**src/rtl/step_ctrl_pkg.sv**
```systemverilog
// Shared encodings for the push-button step controller: FSM states, button
// patterns and a counter-width helper.
package step_ctrl_pkg;

  localparam logic [2:0] ST_IDLE    = 3'd0;
  localparam logic [2:0] ST_DEB     = 3'd1;
  localparam logic [2:0] ST_PRESSED = 3'd2;
  localparam logic [2:0] ST_REPEAT  = 3'd3;
  localparam logic [2:0] ST_REL     = 3'd4;

  // Pattern bit 1 is the up button, bit 0 the down button.
  localparam logic [1:0] PAT_NONE = 2'b00;
  localparam logic [1:0] PAT_DN   = 2'b01;
  localparam logic [1:0] PAT_UP   = 2'b10;
  localparam logic [1:0] PAT_BOTH = 2'b11;

  function automatic int cnt_width(input int target);
    return (target > 1) ? $clog2(target) : 1;
  endfunction

endpackage

```
**src/rtl/step_button_ctrl_btn_sync.sv**
```systemverilog
// Two-flop synchroniser for one raw asynchronous button input.
module btn_sync (
  input  logic clk,
  input  logic rst,
  input  logic d,
  output logic q
);

  logic meta_reg;

  always_ff @(posedge clk) begin
    if (rst) begin
      meta_reg <= 1'b0;
      q        <= 1'b0;
    end else begin
      meta_reg <= d;
      q        <= meta_reg;
    end
  end

endmodule

```
**src/rtl/step_button_ctrl.sv**
```systemverilog
// Debounces and arbitrates two push-buttons into exclusive one-cycle up/down
// step strobes. Define AUTOREPEAT_EN to build hold-to-repeat.
module step_button_ctrl
  import step_ctrl_pkg::*;
#(
  parameter int DEB_CNT    = 500000,
  parameter int RPT_DELAY  = 25000000,
  parameter int RPT_PERIOD = 5000000
) (
  input  logic clk,
  input  logic rst,
  input  logic en,
  input  logic btn_up,
  input  logic btn_dn,
  output logic step_up,
  output logic step_dn,
  output logic held
);

  localparam int DW = cnt_width(DEB_CNT);
  localparam logic [DW-1:0] DEB_LAST = DW'(DEB_CNT - 1);

  logic [1:0] raw;
  logic [1:0] s;

  assign raw = {btn_up, btn_dn};

  for (genvar gi = 0; gi < 2; gi++) begin : g_sync
    btn_sync u_sync (
      .clk (clk),
      .rst (rst),
      .d   (raw[gi]),
      .q   (s[gi])
    );
  end

  logic [2:0]    state_reg, state_next;
  logic [1:0]    pat_reg, pat_next;
  logic [DW-1:0] deb_cnt_reg, deb_cnt_next;
  logic [DW-1:0] deb_cnt_inc;
  logic          fire;

  assign deb_cnt_inc = (deb_cnt_reg == '1) ? deb_cnt_reg : deb_cnt_reg + 1'b1;

`ifdef AUTOREPEAT_EN
  localparam int RW = cnt_width((RPT_DELAY > RPT_PERIOD) ? RPT_DELAY : RPT_PERIOD);
  localparam logic [RW-1:0] RPT_DELAY_LAST  = RW'(RPT_DELAY - 1);
  localparam logic [RW-1:0] RPT_PERIOD_LAST = RW'(RPT_PERIOD - 1);

  logic [RW-1:0] rpt_cnt_reg, rpt_cnt_next;
  logic [RW-1:0] rpt_cnt_inc;

  assign rpt_cnt_inc = (rpt_cnt_reg == '1) ? rpt_cnt_reg : rpt_cnt_reg + 1'b1;
`endif

  always_comb begin
    state_next   = state_reg;
    pat_next     = pat_reg;
    deb_cnt_next = deb_cnt_reg;
    fire         = 1'b0;
`ifdef AUTOREPEAT_EN
    rpt_cnt_next = rpt_cnt_reg;
`endif
    case (state_reg)
      ST_IDLE: begin
        if (s != PAT_NONE) begin
          state_next   = ST_DEB;
          pat_next     = s;
          deb_cnt_next = '0;
        end
      end
      ST_DEB: begin
        if (s != pat_reg) begin
          pat_next     = s;
          deb_cnt_next = '0;
        end else if (deb_cnt_reg == DEB_LAST) begin
          deb_cnt_next = '0;
          case (pat_reg)
            PAT_UP, PAT_DN: begin
              fire       = 1'b1;
              state_next = ST_PRESSED;
`ifdef AUTOREPEAT_EN
              rpt_cnt_next = '0;
`endif
            end
            PAT_BOTH: state_next = ST_REL;
            default:  state_next = ST_IDLE;
          endcase
        end else begin
          deb_cnt_next = deb_cnt_inc;
        end
      end
      ST_PRESSED: begin
        if (s != pat_reg) begin
          state_next   = ST_REL;
          deb_cnt_next = '0;
`ifdef AUTOREPEAT_EN
        end else if (rpt_cnt_reg == RPT_DELAY_LAST) begin
          fire         = 1'b1;
          state_next   = ST_REPEAT;
          rpt_cnt_next = '0;
        end else begin
          rpt_cnt_next = rpt_cnt_inc;
`endif
        end
      end
`ifdef AUTOREPEAT_EN
      ST_REPEAT: begin
        if (s != pat_reg) begin
          state_next   = ST_REL;
          deb_cnt_next = '0;
        end else if (rpt_cnt_reg == RPT_PERIOD_LAST) begin
          fire         = 1'b1;
          rpt_cnt_next = '0;
        end else begin
          rpt_cnt_next = rpt_cnt_inc;
        end
      end
`endif
      ST_REL: begin
        // Both buttons must read released for a full debounce window.
        if (s != PAT_NONE) begin
          deb_cnt_next = '0;
        end else if (deb_cnt_reg == DEB_LAST) begin
          state_next   = ST_IDLE;
          deb_cnt_next = '0;
        end else begin
          deb_cnt_next = deb_cnt_inc;
        end
      end
      default: state_next = ST_IDLE;
    endcase
    if (!en) begin
      state_next = ST_IDLE;
      fire       = 1'b0;
    end
  end

  always_ff @(posedge clk) begin
    if (rst) begin
      state_reg   <= ST_IDLE;
      pat_reg     <= PAT_NONE;
      deb_cnt_reg <= '0;
    end else begin
      state_reg   <= state_next;
      pat_reg     <= pat_next;
      deb_cnt_reg <= deb_cnt_next;
    end
  end

`ifdef AUTOREPEAT_EN
  always_ff @(posedge clk) begin
    if (rst) begin
      rpt_cnt_reg <= '0;
    end else begin
      rpt_cnt_reg <= rpt_cnt_next;
    end
  end
`endif

  // Strobe direction comes from the latched pattern, so at most one can fire.
  assign step_up = fire && (pat_reg == PAT_UP);
  assign step_dn = fire && (pat_reg == PAT_DN);
  assign held    = (state_reg == ST_PRESSED) || (state_reg == ST_REPEAT);

endmodule

```
**config.mk**
```make
export PLATFORM = sky130hd
export DESIGN_NAME = step_button_ctrl
export DESIGN_NICKNAME = d
export VERILOG_FILES = /design/src/rtl/step_ctrl_pkg.sv /design/src/rtl/step_button_ctrl_btn_sync.sv /design/src/rtl/step_button_ctrl.sv
export SDC_FILE = /design/constraint.sdc
export NUM_CORES = 1
export LEC_CHECK = 0
export CAP_MARGIN = 0
export CORE_UTILIZATION = 53
export CTS_BUF_LIST = sky130_fd_sc_hd__clkbuf_8 sky130_fd_sc_hd__clkbuf_16
export CTS_CLUSTER_SIZE = 25
export DETAILED_ROUTE_END_ITERATION = 8
export GPL_TIMING_DRIVEN = 0
export HOLD_SLACK_MARGIN = 0.03
export PLACE_DENSITY_LB_ADDON = 0.15
export SYNTH_ARGS = -nofsm -noshare
export SYNTH_HDL_FRONTEND = slang
export SYNTH_SLANG_ARGS = --single-unit
export TNS_END_PERCENT = 5
```
**constraint.sdc**
```tcl
create_clock -name clk -period 2.1 [get_ports clk]
set_input_delay 0.42 -clock clk [delete_from_list [all_inputs] [get_ports clk]]
set_output_delay 0.42 -clock clk [all_outputs]
set_load 0.02 [all_outputs]
```
# Word-level counts from Yosys, hierarchy flattened
# Index checks and enable logic that the tools add are counted.
[totals]
reg_bits = 28
latchBits = 0
ram_bits = 0
mem_bits_ro = 0
inputBits = 5
out_inout_bits = 3
word_cells = 61
memories = 0
[classes]
addsub = 1
mul = 0
div = 0
magnitude_cmp = 0
eq_ne = 17
n_shift = 0
muxes = 23
bitwise = 1
reduce_logical = 12
[op_table]
columns = ["cell", "n"]
rows = [
  ["2-to-1 mux 19 bit", 6],
  ["one-hot mux 19 bit (4 select lines)", 1],
  ["equality test 19 bit, second input constant", 2],
  ["adder 19 x 1 -> 19 bit, second input constant", 1],
  ["2-to-1 mux 3 bit", 6],
  ["inequality test 2 bit, second input constant", 7],
  ["one-hot mux 3 bit (4 select lines)", 1],
  ["equality test 3 x 2 -> 1 bit, second input constant", 2],
  ["one-hot mux 3 bit (2 select lines)", 1],
  ["AND reduction 3 bit", 2],
  ["AND reduction 6 bit", 1],
  ["2-to-1 mux 1 bit", 5],
  ["equality test 2 bit, second input constant", 2],
  ["2-to-1 mux 2 bit", 2],
  ["one-hot mux 2 bit (2 select lines)", 1],
  ["nonzero test 2 bit", 2],
  ["nonzero test 4 bit", 1],
  ["OR reduction 2 bit", 2],
  ["equality test 3 x 1 -> 1 bit, second input constant", 1],
  ["equality test 3 bit, second input constant", 1],
  ["zero test 3 bit", 1],
  ["equality test 2 x 1 -> 1 bit, second input constant", 1],
  ["logical AND 1 bit", 2],
  ["inequality test 2 bit", 1],
  ["2 further kinds", 2],
]

# Longest topological paths before layout
[logic_depth]
ltp_word = 8
depth_mapped = 9
depth_no_buf = 7

# Modules after synthesis
# Synthesis repeated with hierarchy kept, for this count alone.
[unflattened]
cells_unflattened = 172
hier_area_um2 = 1492.7
[by_module_without_submodules]
columns = ["mod", "instances", "cells_each", "area_per_inst_um2", "seq_area_each_um2"]
rows = [
  ["step_button_ctrl", 1, 164, 1387.6, 480.5],
  ["btn_sync", 2, 4, 52.6, 40.0],
]

# Worst setup path after synthesis
# Ideal clock, no wire load.
[synth_path]
path_type = "reg-to-output"
start = "register deb_cnt_reg[0]"
end = "output step_dn"
arrival_time_ns = 1.659
t_required_ns = 1.680
slack_ns = 0.021
stages_incl_launch_ff = 7
n_path_buf = 0
cell_sequence = "dfxtp_1 ha_1 and4_1 nand3_1 nor4_1 nand4_1 nor2_1"
[synth_between]
elab_chain_cells = 6
[synth_rtl]
columns = ["element", "line", "source"]
rows = [
  ["start, declared", "step_button_ctrl.sv:39", "logic [DW-1:0] deb_cnt_reg, deb_cnt_next;"],
  ["start signal, assigned", "step_button_ctrl.sv:147", "deb_cnt_reg <= deb_cnt_next;"],
  ["equality test 19 bit", "step_button_ctrl.sv:76", "end else if (deb_cnt_reg == DEB_LAST) begin"],
  ["2-to-1 mux 1 bit", "step_button_ctrl.sv:76", ""],
  ["2-to-1 mux 1 bit", "step_button_ctrl.sv:73", "if (s != pat_reg) begin"],
  ["2-to-1 mux 1 bit", "step_button_ctrl.sv:64", "case (state_reg)"],
  ["2-to-1 mux 1 bit", "step_button_ctrl.sv:133", "if (!en) begin"],
  ["logical AND 1 bit", "step_button_ctrl.sv:163", "assign step_dn = fire && (pat_reg == PAT_DN);"],
  ["end, declared", "step_button_ctrl.sv:16", "output logic step_dn,"],
]
# Every way passes these cells.

# Final worst setup path
[layout_path]
start = "register pat_reg[1]"
end = "output step_up"
[layout_between]
elab_chain_cells = 8
elab_cells_between_ends = 10
classes_between = "eq/ne (3); mux (5); reduce/logical (2)"
[layout_rtl]
columns = ["element", "line", "source"]
rows = [
  ["start, declared", "step_button_ctrl.sv:38", "logic [1:0] pat_reg, pat_next;"],
  ["start signal, assigned", "step_button_ctrl.sv:146", "pat_reg <= pat_next;"],
  ["equality test 2 bit / equality test 2 x 1 -> 1 bit (equally long branches)", "step_button_ctrl.sv:78, step_button_ctrl.sv:162", ""],
  ["OR reduction 2 bit", "step_button_ctrl.sv:78", "case (pat_reg)"],
  ["2-to-1 mux 1 bit", "step_button_ctrl.sv:78", ""],
  ["2-to-1 mux 1 bit", "step_button_ctrl.sv:76", ""],
  ["2-to-1 mux 1 bit", "step_button_ctrl.sv:73", ""],
  ["2-to-1 mux 1 bit", "step_button_ctrl.sv:64", ""],
  ["2-to-1 mux 1 bit", "step_button_ctrl.sv:133", ""],
  ["logical AND 1 bit *", "step_button_ctrl.sv:162", "assign step_up = fire && (pat_reg == PAT_UP);"],
  ["end, declared", "step_button_ctrl.sv:15", "output logic step_up,"],
]
# Every way passes the cells marked *; elsewhere a longest branch is shown, timed or not.

==> metrics.txt <==
outcome=complete, but fails checks; failing checks=negative setup slack; share of cells above drive strength 1=25.2%; post-synthesis sequential area ratio=35.8%; gr usage total=25.0%; io pins=8; CP max FO=3; Post-synth ARST share=0%; largest area contributor in the netlist=dfxtp_1; Seq pwr share=54.7%; MaxCap Viol Count=0; Longest Clk Path Bufs=2; Max-slew headroom=66.1%; Buf/Inv on CP=1; Worst-Margin Slew=509 ps; Data arrival, critical path=1830 ps; DRC violations left=0; die area=3170 sq um; Post-synth EDFFs=0; cts hold-fix bufs=0; total grt overflow=0; Synth Area per Inst=8.10 sq um; First-pass DRT Iterations=4; Critical Path Source Type=flop; Max Freq=444 MHz; commonest cells in the netlist=dfxtp_1 (28), nor2_1 (27), nand2_1 (13); number of distinct library cells after synthesis=48; PortBufs=6; floorplan core area=2780 sq um; Crit path required time=1680 ps; max reg flops=19; fin nets=228; drt total wl=3.85 mm; WHS=445 ps; Mapped Cells=193; Slowest cell on crit path=dfxtp_4; Mapped Area=1560 sq um; top cells by area, synth=dfxtp_1 (36%), nor2_1 (6.5%), xor2_1 (5.6%); number of vias per cell=5.90; hold crit path type=flop to flop; Critical Path End Type=output port; first-pass GRT wire length=6.33 mm; hpwl dp=2.41 mm; delay of the slowest critical-path stage=360 ps; routability cong.=0.809; Syn-to-layout area delta=25.5%; Syn Nets=202; wire length per cell=15.5 um; critical path class=flop to output port; # setup viols final=15; Synthesis Warnings=0; max-slew violations=0; Sw Share=23.8%; Iteration-0 DRC Markers=66; largest net degree at the start of global routing=16; TritonCTS Sinks=28; initial antenna violation count=0; CP cell instances=xor2_1 -> or2_4 -> nor4_4 -> nand4_1 -> nor2_1 -> buf_4; Die Wd=56.3 um; Final Worst Setup Slack=-151 ps; switching power=0.237 mW; Primary FF master, synth=dfxtp_1; CTS tree=yes; RSZ-0062 raised after global routing=true; clk slew on worst S/H paths=90 ps; vias in the first global route=1426; Clk Tree Root Cell=clkbuf_8; share of power burned in the clock network=34.2%; clock latency on the worst-skew pair=280 ps; P_leak=0.731 nW; initial core utilization=56.2%; cell with the most instances after synthesis=dfxtp_1; Comb power frac=11.1%; Seq cells post-synth=28; Pwr Density=507 nW/um^2; skew final=5.89 ps; diodes inserted=0; final antenna-violating net count=0; Tcrit/Tclk final=107%; internal power=0.758 mW; Die Height=56.3 um; Peak VDD IR=479 uV; vias after detailed routing=1469; row cnt=19; fillers=213; Final Critical Period=2250 ps; H-tree levels=1; top cell type's share of synthesized area=35.8%; worst slack, placed=-670 ps; clock buffer count from CTS=3; Final Hold Fails=0; Top Family by Delay on Critical Path=simple AND/OR/NAND/NOR gates; Final Core Density=70.6%
cell type report:
type                       instances  area (sq um)  area share, %
tap                               31          38.8           1.98
timing repair buffer              21           168           8.54
sequential                        28           589           30.0
clock buffer                       4          55.1           2.80
multi-input combinational        148          1010           51.6
buffer                             7          62.6           3.19
inverter                          10          37.5           1.91
repair_timing:
action,4_1_cts,5_1_grt
buffers inserted,11,4
resized for setup,42,8
endpoints found under the setup margin,17,21
pin swaps,10,5
worst paths after layout:
kind / startpoint / end / slack [ps] / cells after the start
max: pat_reg[1] / step_up / -150 / 6
min: g_sync[1].u_sync.meta_reg / g_sync[1].u_sync.q / 440 / 1
max reg2reg: g_sync[0].u_sync.q / deb_cnt_reg[11] / -120 / 9
min reg2reg: g_sync[1].u_sync.meta_reg / g_sync[1].u_sync.q / 440 / 1
per-stage QoR:
step | setup TNS [ps] | area [sq um] | total power [mW] | std cells
final | -1260 | 1960 | 0.995 | 249
after global routing | -2750 | 1960 | 1.03 | 249
after CTS | -299 | 1900 | 0.990 | 245
after detailed placement | -3970 | 1660 | 0.643 | 230
after global placement | -3210 | 1660 | 0.640 | 230
after floorplan | 0 | 1560 | 0.619 | 193
kinds of logic (layout without fill, tap and decap cells):
| group | count (synthesis) | count (layout) | synth area share (%) |
|---|---|---|---|
| simple gates | 97 | 97 | 33.1 |
| buf+inv | 17 | 42 | 5.44 |
| mux | 1 | 1 | 0.640 |
| fa+ha+maj | 4 | 4 | 3.20 |
| compound gates | 33 | 33 | 14.5 |
| xor+xnor | 13 | 13 | 7.28 |
| flops | 28 | 28 | 35.8 |
metal layers:
| metal | routed length (um) | GRT usage, % |
|---|---|---|
| met5 | 0 | 0 |
| met4 | 27 | 6.27 |
| met3 | 171 | 2.76 |
| met2 | 1890 | 43.4 |
| met1 | 1760 | 33.1 |
cells in the final DEF (no fill, tap or decap), types with 5 or more instances in the layout:
master	n
dfxtp_4	5
nand4_1	8
nor2b_1	9
nor2_1	26
inv_1	10
buf_4	17
xor2_1	10
nand3_1	9
nor3_1	6
nand2_1	12
dfxtp_2	8
o21ai_0	9
dfxtp_1	15
a21oi_1	6
power by group through the flow:
stage / logic [mW] / clock network (mW) / registers, mW
2_1_floorplan: 0.0600 / 0 / 0.559
3_3_place_gp: 0.0781 / 0 / 0.562
3_5_place_dp: 0.0800 / 0 / 0.563
4_1_cts: 0.102 / 0.342 / 0.547
5_1_grt: 0.121 / 0.359 / 0.546
6_report: 0.110 / 0.340 / 0.545
No activity file was read; power rests on OpenSTA's default activity.
